`src/rtl/if_id_buffer.sv`:
```
// Elastic IF/ID pipeline buffer: a small circular FIFO of {PC, instruction} pairs
// between fetch and decode, with full back-pressure and taken-branch flush.
module if_id_buffer #(
  parameter  int DATA_W = 32,
  parameter  int DEPTH  = 2,
  localparam int PTR_W  = $clog2(DEPTH)
) (
  input  logic              clk,
  input  logic              rst,
  input  logic [DATA_W-1:0] if_pc,
  input  logic [DATA_W-1:0] if_instruction,
  input  logic              if_valid,
  output logic              if_freeze,
  input  logic              flush,
  input  logic              id_stall,
  output logic [DATA_W-1:0] id_pc,
  output logic [DATA_W-1:0] id_instruction,
  output logic              id_valid,
  output logic [PTR_W:0]    occupancy
);

  localparam logic [PTR_W-1:0] PTR_ONE   = PTR_W'(1);
  localparam logic [PTR_W:0]   COUNT_ONE = (PTR_W + 1)'(1);
  localparam logic [PTR_W:0]   COUNT_MAX = (PTR_W + 1)'(DEPTH);

  logic [DATA_W-1:0] pc_mem_r    [DEPTH];
  logic [DATA_W-1:0] instr_mem_r [DEPTH];
  logic [PTR_W-1:0]  wr_ptr_r;
  logic [PTR_W-1:0]  rd_ptr_r;
  logic [PTR_W:0]    count_r;
  logic [PTR_W:0]    count_next_s;
  logic              push_s;
  logic              pop_s;

  // Status and head-of-queue outputs; an empty buffer presents an all-zero bubble.
  always_comb begin
    if_freeze      = (count_r == COUNT_MAX);
    id_valid       = (count_r != {(PTR_W + 1){1'b0}});
    occupancy      = count_r;
    id_pc          = {DATA_W{1'b0}};
    id_instruction = {DATA_W{1'b0}};
    if (id_valid) begin
      id_pc          = pc_mem_r[rd_ptr_r];
      id_instruction = instr_mem_r[rd_ptr_r];
    end else begin
      id_pc          = {DATA_W{1'b0}};
      id_instruction = {DATA_W{1'b0}};
    end
  end

  // Handshake decode and next occupancy; freeze depends on count alone, so a
  // pop while full cannot make room for a push in the same cycle.
  always_comb begin
    push_s       = if_valid & ~if_freeze & ~flush;
    pop_s        = id_valid & ~id_stall & ~flush;
    count_next_s = count_r;
    case ({push_s, pop_s})
      2'b10:   count_next_s = count_r + COUNT_ONE;
      2'b01:   count_next_s = count_r - COUNT_ONE;
      default: count_next_s = count_r;
    endcase
  end

  // Pointer and count state; reset outranks flush, flush outranks push/pop.
  always_ff @(posedge clk) begin
    if (rst) begin
      wr_ptr_r <= {PTR_W{1'b0}};
      rd_ptr_r <= {PTR_W{1'b0}};
      count_r  <= {(PTR_W + 1){1'b0}};
    end else if (flush) begin
      wr_ptr_r <= {PTR_W{1'b0}};
      rd_ptr_r <= {PTR_W{1'b0}};
      count_r  <= {(PTR_W + 1){1'b0}};
    end else begin
      if (push_s) begin
        wr_ptr_r <= wr_ptr_r + PTR_ONE;
      end
      if (pop_s) begin
        rd_ptr_r <= rd_ptr_r + PTR_ONE;
      end
      count_r <= count_next_s;
    end
  end

  // Entry storage; contents need no reset because count gates visibility.
  always_ff @(posedge clk) begin
    if (push_s && !rst) begin
      pc_mem_r[wr_ptr_r]    <= if_pc;
      instr_mem_r[wr_ptr_r] <= if_instruction;
    end
  end

endmodule
```
`config.mk`:
```
export PLATFORM = sky130hd
export DESIGN_NAME = if_id_buffer
export DESIGN_NICKNAME = d
export VERILOG_FILES = /design/src/rtl/if_id_buffer.sv
export SDC_FILE = /design/constraint.sdc
export NUM_CORES = 1
export LEC_CHECK = 0
export CELL_PAD_IN_SITES_DETAIL_PLACEMENT = 1
export CELL_PAD_IN_SITES_GLOBAL_PLACEMENT = 1
export CORE_MARGIN = 8
export CORE_UTILIZATION = 35
export DETAILED_ROUTE_END_ITERATION = 10
export PLACE_DENSITY = 0.85
export RECOVER_POWER = 50
export SYNTH_ARGS = -nofsm -noshare
export SYNTH_HDL_FRONTEND = slang
export SYNTH_SLANG_ARGS = --single-unit
```
`constraint.sdc`:
```
create_clock -name clk -period 5.5 [get_ports clk]
set_clock_uncertainty 0.05 [all_clocks]
set_input_delay 0.55 -clock clk [delete_from_list [all_inputs] [get_ports clk]]
set_output_delay 0.55 -clock clk [all_outputs]
set_load 0.005 [all_outputs]
```
==> impl_results.html <==
<table>
<tr><th>Metric</th><th>Value</th></tr>
<tr><th colspan="2">Logic synthesis</th></tr>
<tr><td>Yosys reg bits</td><td>133</td></tr>
<tr><td>Post-synth design cell area</td><td>5050 um2</td></tr>
<tr><td>Warnings, synthesis</td><td>0</td></tr>
<tr><td>Portion of the post-synthesis area used by sequential elements</td><td>78.0%</td></tr>
<tr><td>Gate Count Post-Synth</td><td>301</td></tr>
<tr><td>Yosys cell types</td><td>18</td></tr>
<tr><td>Mean Syn Cell Area</td><td>16.8 um2</td></tr>
<tr><td>Number of nets in the synthesized netlist</td><td>371</td></tr>
<tr><th colspan="2">Floorplanning</th></tr>
<tr><td>Boundary Pins</td><td>137</td></tr>
<tr><td>Core footprint</td><td>14300 um2</td></tr>
<tr><td>Starting Density</td><td>35.3%</td></tr>
<tr><td>Row Count</td><td>44</td></tr>
<tr><td>Die W</td><td>136 um</td></tr>
<tr><td>Die span in y</td><td>136 um</td></tr>
<tr><td>Die Area</td><td>18500 um2</td></tr>
<tr><th colspan="2">Place</th></tr>
<tr><td>Placed instance count</td><td>609</td></tr>
<tr><td>Weighted congestion at the end of routability-driven global placement</td><td>0.767</td></tr>
<tr><td>Placed cell areas</td><td>6600 um2</td></tr>
<tr><td>Place WS</td><td>2.73 ns</td></tr>
<tr><td>Number of buffers added on ports</td><td>136</td></tr>
<tr><td>Placed wire-length estimate after detailed placement</td><td>7.74 mm</td></tr>
<tr><th colspan="2">Timing</th></tr>
<tr><td>Final Critical Period</td><td>3.12 ns</td></tr>
<tr><td>Setup repair after global routing missed its margin</td><td>no</td></tr>
<tr><td>Rel. slew slack</td><td>-14.5%</td></tr>
<tr><td>Worst-Margin Slew</td><td>1.72 ns</td></tr>
<tr><td>Maximum clock frequency</td><td>321 MHz</td></tr>
<tr><td>Worst-case setup margin in the final layout</td><td>2.38 ns</td></tr>
<tr><td>Max Transition Viols Final</td><td>130</td></tr>
<tr><td>Number of failing hold endpoints at the final stage</td><td>0</td></tr>
<tr><td>Final count of negative-setup-slack endpoints</td><td>0</td></tr>
<tr><td>Post-route fraction of the period consumed by the critical path</td><td>56.6%</td></tr>
<tr><th colspan="2">Drt</th></tr>
<tr><td>Post-detailed-route wirelength per cell</td><td>18.4 um</td></tr>
<tr><td>Via Count</td><td>2979</td></tr>
<tr><td>Residual DRC</td><td>0</td></tr>
<tr><td>Number of nets with antenna violations after routing</td><td>0</td></tr>
<tr><td>Drt pass-1 iters</td><td>4</td></tr>
<tr><td>Iter 0 DRT Violations</td><td>139</td></tr>
<tr><td>Routed Wire Length</td><td>11.8 mm</td></tr>
<tr><td>Post-DR vias/cell</td><td>4.65</td></tr>
<tr><th colspan="2">Power</th></tr>
<tr><td>Highest ir drop seen on vdd</td><td>0.000179 V</td></tr>
<tr><td>Leakage</td><td>2.25 nW</td></tr>
<tr><td>Pwr per Cell Area</td><td>315 nW/um2</td></tr>
<tr><th colspan="2">Critical path</th></tr>
<tr><td>WP buf/inv</td><td>2</td></tr>
<tr><td>Crit path DAT</td><td>2.52 ns</td></tr>
<tr><td>Largest delay share family, worst path</td><td>buffers and inverters</td></tr>
<tr><td>Setup Crit Path Kind</td><td>flip-flop to primary output</td></tr>
<tr><td>Startpoint Class</td><td>flip-flop</td></tr>
<tr><td>Highest fanout seen on the critical path</td><td>38</td></tr>
<tr><td>Worst setup EP type</td><td>primary output</td></tr>
<tr><td>Stage delay of the slowest cell on the critical path</td><td>0.58 ns</td></tr>
<tr><td>Slowest CP cell</td><td>sky130_fd_sc_hd__nor2_4</td></tr>
<tr><td>Cell chain of the critical path</td><td>nor2_4, buf_4, nor2_1, clkdlybuf4s50_1</td></tr>
<tr><td>Crit path required time</td><td>4.90 ns</td></tr>
<tr><th colspan="2">Cells and area</th></tr>
<tr><td>Area growth syn-to-layout</td><td>40.6%</td></tr>
<tr><td>Filler cell count</td><td>1417</td></tr>
<tr><td>Finished Core Util</td><td>49.6%</td></tr>
<tr><td>Final-stage net count</td><td>514</td></tr>
<tr><td>Post-layout instance count excluding filler cells</td><td>640</td></tr>
<tr><td>Design area</td><td>7100 um2</td></tr>
<tr><td>Area of the multi-input gates</td><td>1030 um2</td></tr>
<tr><td>Sequential cell area in the final layout</td><td>3950 um2</td></tr>
<tr><td>Fraction of layout instances using a drive strength above 1</td><td>5.95%</td></tr>
<tr><th colspan="2">CTS</th></tr>
<tr><td>Post-CTS setup repair buffer count</td><td>0</td></tr>
<tr><td>Inserted Clock Buffers</td><td>17</td></tr>
<tr><td>TritonCTS clock tree</td><td>done</td></tr>
<tr><td>Number of levels in the clock H-tree</td><td>4</td></tr>
<tr><td>Resized Gates After CTS</td><td>0</td></tr>
<tr><td>Master cell of the clock root buffer</td><td>sky130_fd_sc_hd__clkbuf_16</td></tr>
<tr><td>CTS Buffer Depth</td><td>2</td></tr>
<tr><td>Later-pin clock latency in the skew report</td><td>0.41 ns</td></tr>
<tr><td>Sinks on Clock Net</td><td>133</td></tr>
<tr><td>Number of buffers added to fix hold violations after cts</td><td>0</td></tr>
<tr><td>Clock-pin transition on the worst setup and hold timing paths</td><td>0.05 ns</td></tr>
<tr><th colspan="2">Status</th></tr>
<tr><td>Outcome</td><td>finished, violations left</td></tr>
<tr><td>Violations in the final reports</td><td>max-capacitance violations, max-slew violations</td></tr>
<tr><th colspan="2">Global route</th></tr>
<tr><td>Number of global-route vias before repair</td><td>3455</td></tr>
<tr><td>Overall overflow remaining after global route</td><td>0</td></tr>
<tr><td>Total global routing track utilization</td><td>13.2%</td></tr>
<tr><td>Antenna violations before repair</td><td>2</td></tr>
<tr><td>Wire length of the first global-routing pass</td><td>18.4 mm</td></tr>
<tr><td>Pin count of the biggest net entering global routing</td><td>65</td></tr>
<tr><th colspan="2">Min path</th></tr>
<tr><td>Worst hold path type</td><td>flip-flop to flip-flop</td></tr>
<tr><th colspan="2">Flow run</th></tr>
<tr><td>Max_cap viols</td><td>2</td></tr>
</table>
[path summary, 6_finish.rpt]
path	from	end	slack (ns)	cells after the start
worst max-delay path	occupancy[0]	id_instruction[3]	2.38	4
worst min-delay path	wr_ptr_r	wr_ptr_r	0.47	2
worst max register to register	occupancy[0]	pc_mem_r[1][29]	2.73	4
worst min register to register	wr_ptr_r	wr_ptr_r	0.47	2
[metrics by stage]
stage	hold WS, ns	power, mW	setup TNS [ns]
after floorplan	0.422	1.20	-58.56
after CTS	0.474	2.28	0
after global placement	0.441	1.29	0
after detailed placement	0.463	1.30	0
after global routing	0.503	2.32	0
final	0.472	2.24	0
[flip-flops by register name, summed over array words and instances, names as in the netlist, named ones only]
signal / count
instr_mem_r: 64
pc_mem_r: 64
occupancy: 2
rd_ptr_r: 1
wr_ptr_r: 1
[power by group]
| part | switching [mW] | total [mW] | internal, mW |
|---|---|---|---|
| clock network | 0.374 | 0.975 | 0.601 |
| logic | 0.0533 | 0.124 | 0.0705 |
| registers | 0.00869 | 1.14 | 1.13 |
| total | 0.436 | 2.24 | 1.80 |
[cells by family (layout without fill, tap and decap cells)]
logic type | count (synthesis) | after routing | share of synthesized area [%]
flops | 133 | 133 | 78.0
simple gates | 76 | 76 | 6.07
mux | 64 | 64 | 12.7
buf+inv | 18 | 171 | 1.93
compound gates | 7 | 7 | 0.693
xor+xnor | 2 | 2 | 0.347
fa+ha+maj | 1 | 1 | 0.248
other cells | 0 | 2 | 0
[layer usage]
metal | vias up | GRT usage [%] | wire length [um]
li1 | 1395 | - | -
met1 | 1466 | 13.3 | 4550
met2 | 94 | 23.5 | 6160
met3 | 24 | 4.99 | 745
met4 | 0 | 6.71 | 298
met5 | - | 0 | 0
[synth_stat cells, drive strengths merged]
cell type | instances | area, um2
or3 | 4 | 25.0
a21oi | 4 | 20.0
mux2i | 64 | 641
dfxtp | 5 | 100
or2 | 1 | 6.26
nor2 | 66 | 248
clkbuf | 3 | 11.3
ha | 1 | 12.5
o21ai | 3 | 15.0
nor2b | 1 | 6.26
edfxtp | 128 | 3840
xnor2 | 1 | 8.76
nor3 | 3 | 15.0
inv | 3 | 11.3
buf | 12 | 75.1
xor2 | 1 | 8.76
nand2b | 1 | 6.26
[placed cells by master, fill, tap and decap left out]
| cell type | netlist | routed |
|---|---|---|
| sky130_fd_sc_hd__clkbuf_2 | 0 | 2 |
| sky130_fd_sc_hd__bufinv_16 | 0 | 1 |
| sky130_fd_sc_hd__o21ai_0 | 3 | 3 |
| sky130_fd_sc_hd__clkbuf_1 | 3 | 3 |
| sky130_fd_sc_hd__dlygate4sd3_1 | 0 | 68 |
| sky130_fd_sc_hd__nor2_1 | 66 | 65 |
| sky130_fd_sc_hd__dfxtp_4 | 0 | 1 |
| sky130_fd_sc_hd__nand2b_1 | 1 | 1 |
| sky130_fd_sc_hd__dfxtp_1 | 5 | 4 |
| sky130_fd_sc_hd__edfxtp_1 | 128 | 128 |
| sky130_fd_sc_hd__clkbuf_16 | 0 | 17 |
| sky130_fd_sc_hd__xnor2_1 | 1 | 1 |
| sky130_fd_sc_hd__nor2_4 | 0 | 1 |
| sky130_fd_sc_hd__xor2_1 | 1 | 1 |
| sky130_fd_sc_hd__clkinv_2 | 0 | 1 |
| sky130_fd_sc_hd__nor2b_1 | 1 | 1 |
| sky130_fd_sc_hd__or2_0 | 0 | 1 |
| sky130_fd_sc_hd__or3_1 | 4 | 4 |
| sky130_fd_sc_hd__clkdlybuf4s50_1 | 0 | 68 |
| sky130_fd_sc_hd__buf_4 | 6 | 1 |
| sky130_fd_sc_hd__clkinvlp_4 | 0 | 1 |
| sky130_fd_sc_hd__mux2i_1 | 64 | 64 |
| sky130_fd_sc_hd__inv_1 | 3 | 3 |
| sky130_fd_sc_hd__clkinv_1 | 0 | 6 |
| sky130_fd_sc_hd__nor3_2 | 0 | 2 |
| sky130_fd_sc_hd__nor3_1 | 3 | 1 |
| sky130_fd_sc_hd__ha_1 | 1 | 1 |
| sky130_fd_sc_hd__a21oi_1 | 4 | 4 |
| sky130_fd_sc_hd__diode_2 | 0 | 2 |
[worst register-to-register path: cells and delay by family, from the launching register on]
kind,cells,cell delay (ns)
buf+inv,1,1.24
flops,1,0.45
simple gates,3,0.54
[final cells by class]
type,count,area share (%)
diodes,2,0.0704
clock buffers,20,6.15
multi-input cells,150,14.5
well taps,184,3.24
repair buffers,139,19.4
clock inverters,9,0.916
inverters,3,0.159
flip-flops and latches,133,55.6
No activity file was read; power rests on OpenSTA's default activity.
==> variant, RTL diff (config.mk and constraints unchanged) <==
Make the reset (`rst`) asynchronous in one clocked block.
--- a/src/rtl/if_id_buffer.sv
+++ b/src/rtl/if_id_buffer.sv
@@ -62,7 +62,7 @@
   end
 
   // Pointer and count state; reset outranks flush, flush outranks push/pop.
-  always_ff @(posedge clk) begin
+  always_ff @(posedge clk or posedge rst) begin
     if (rst) begin
       wr_ptr_r <= {PTR_W{1'b0}};
       rd_ptr_r <= {PTR_W{1'b0}};
Behaviour: differs if rst is asserted again (counterexample within 4 cycles, from zero or initial values and one cycle with rst high); with rst held inactive, the same outputs for 4 cycles.
==> variant against the unedited design <==
- the run still ends with max-capacitance violations, max-slew violations left
- sequential cell count is 1 lower
- synthesized area is 0.57% higher
- design area is 1.8% higher
- power is 13% higher
- cell count is 0.47% higher
- worst setup slack worse by 0.95 ns
- wire length is 0.80% lower
- synthesized cell count is 0.66% lower
- critical endpoint is now id_pc[30]
- largest cell class unchanged
==> variant: results (changes against the unedited design) <==
pwr:
  switching_share: 0.205  # was 0.195
  pwr-share-clk: 0.459  # was 0.435
  p_int_mw: 2.01  # was 1.80 mW
  p_comb_frac: 0.087  # was 0.055
  leakagePower_nw: 2.39  # was 2.25 nW
  vdd_drop_max_v: 0.000174  # was 0.000179 V
synthesis:
  synthXorXnorAreaFrac: 0  # was 0.00347
  synth_edf_count: 128  # unchanged
  synth_mux_area_frac: 0.126  # was 0.127
  synth_fa_ha_area_frac: 0  # was 0.00248
  seq_area_frac_synth: 0.776  # was 0.780
  yosys-top-cells-area: "edfxtp_1 76%, mux2i_1 13%, nor2_1 4.8%, dfrtp_1 2.0%, buf_6 1.1%"  # was edfxtp_1 76%, mux2i_1 13%, nor2_1 4.9%, dfxtp_1 2.0%, buf_4 0.89%
  syn_inst: 299  # was 301
  async_flop_share: 0.0303  # was 0
  synth_common_cells: "128 x edfxtp_1, 65 x nor2_1, 64 x mux2i_1, 6 x buf_4, 5 x buf_6"  # was 128 x edfxtp_1, 66 x nor2_1, 64 x mux2i_1, 6 x buf_2, 6 x buf_4
  synth.distinct_cells: 23  # was 18
  syn_nets: 368  # was 371
  yosysWarningCount: 0  # unchanged
  synth-compound-area-share: 0.00862  # was 0.00693
grt:
  grt_use_met3: 0.0448  # was 0.0499
  first_global_vias: 3335  # was 3455
  grt_antenna_before_repair: 0  # was 2
  grt_first_pass_wirelength_mm: 17.9  # was 18.4 mm
  use_met1: 0.141  # was 0.133
  grt_max_degree: 41  # was 65
  grtUsageTotal: 0.127  # was 0.132
  grt_use_met2: 0.218  # was 0.235
clocking:
  cts_buffer_depth: 2  # unchanged
  clk_latency_ns: 0.40
  cts_resized: 0  # unchanged
  cts_root_buf: "clkbuf_16"  # unchanged
placed_design:
  place_ws_ns: 2.62  # was 2.73 ns
  dp_hpwl_mm: 8.09  # was 7.74 mm
  placed_cell_area_sq_um: 6650  # was 6600 sq um
  gp_congestion: 0.700  # was 0.767
  dpl.cell_count: 611  # was 609
  port_buffers: 136  # unchanged
setup_path:
  path_delay_family: "simple AND/OR/NAND/NOR gates"  # was buffers and inverters
  cp_max_fo: 40  # was 38
  cp_slowest_cell: "nor2_1"  # was nor2_4
  slowest_delay_ns: 1.38  # was 0.58 ns
timing:
  drv_slew: 95  # was 130
  slew_headroom: -0.260  # was -0.145
drt:
  detail_route.iter0.violations: 153  # was 139
  drt-pass1-iter-count: 4  # unchanged
  wire_per_inst_um: 18.1  # was 18.4 um
  highest_layer: "met4"  # unchanged
  via_per_inst: 4.63  # was 4.65
  wl_met3_um: 838  # was 745 um
  wl_met1_mm: 4.76  # was 4.55 mm
  dr_wl_met2_mm: 5.91  # was 6.16 mm
  routed_wl_mm: 11.7  # was 11.8 mm
worst_hold_path:
  hold_path.class: "in -> async"  # was reg -> reg
run_status:
  violations: "max-capacitance violations, max-slew violations"  # unchanged
  status: "complete, but fails checks"  # unchanged
layout:
  n_antenna_cell: 0  # was 2
  finalNetCount: 515  # was 514
  drive_above_1_share: 0.0828  # was 0.0595
run:
  drv_cap: 3  # was 2
[variant: cell count changes after synthesis, moves of 3 or more]
cell	before	now
dfxtp_1	5	0
nor3_1	3	0
dfrtp_1	0	4
buf_6	0	5
nand2b_1	1	4
buf_2	6	2
[variant: worst paths after layout]
check,endpoint,start,cells after the start,slack [ns]
worst max-delay path,id_pc[30],occupancy[0],4,1.44
worst min-delay path,occupancy[1],rst,2,0.53
worst max register to register,pc_mem_r[0][27],occupancy[1],4,2.44
worst min register to register,wr_ptr_r,wr_ptr_r,2,0.56
max in group asynchronous,rd_ptr_r,rst,2,4.70
min in group clk,wr_ptr_r,wr_ptr_r,2,0.56
[variant: cell type report]
class / instances / area, sq um
fill: 1381 / 7140
inverter: 3 / 11.3
multi-input combinational: 150 / 1030
tap: 184 / 230
timing repair buffer: 142 / 1400
clock buffer: 17 / 425
clock inverter: 15 / 189
sequential: 132 / 3950
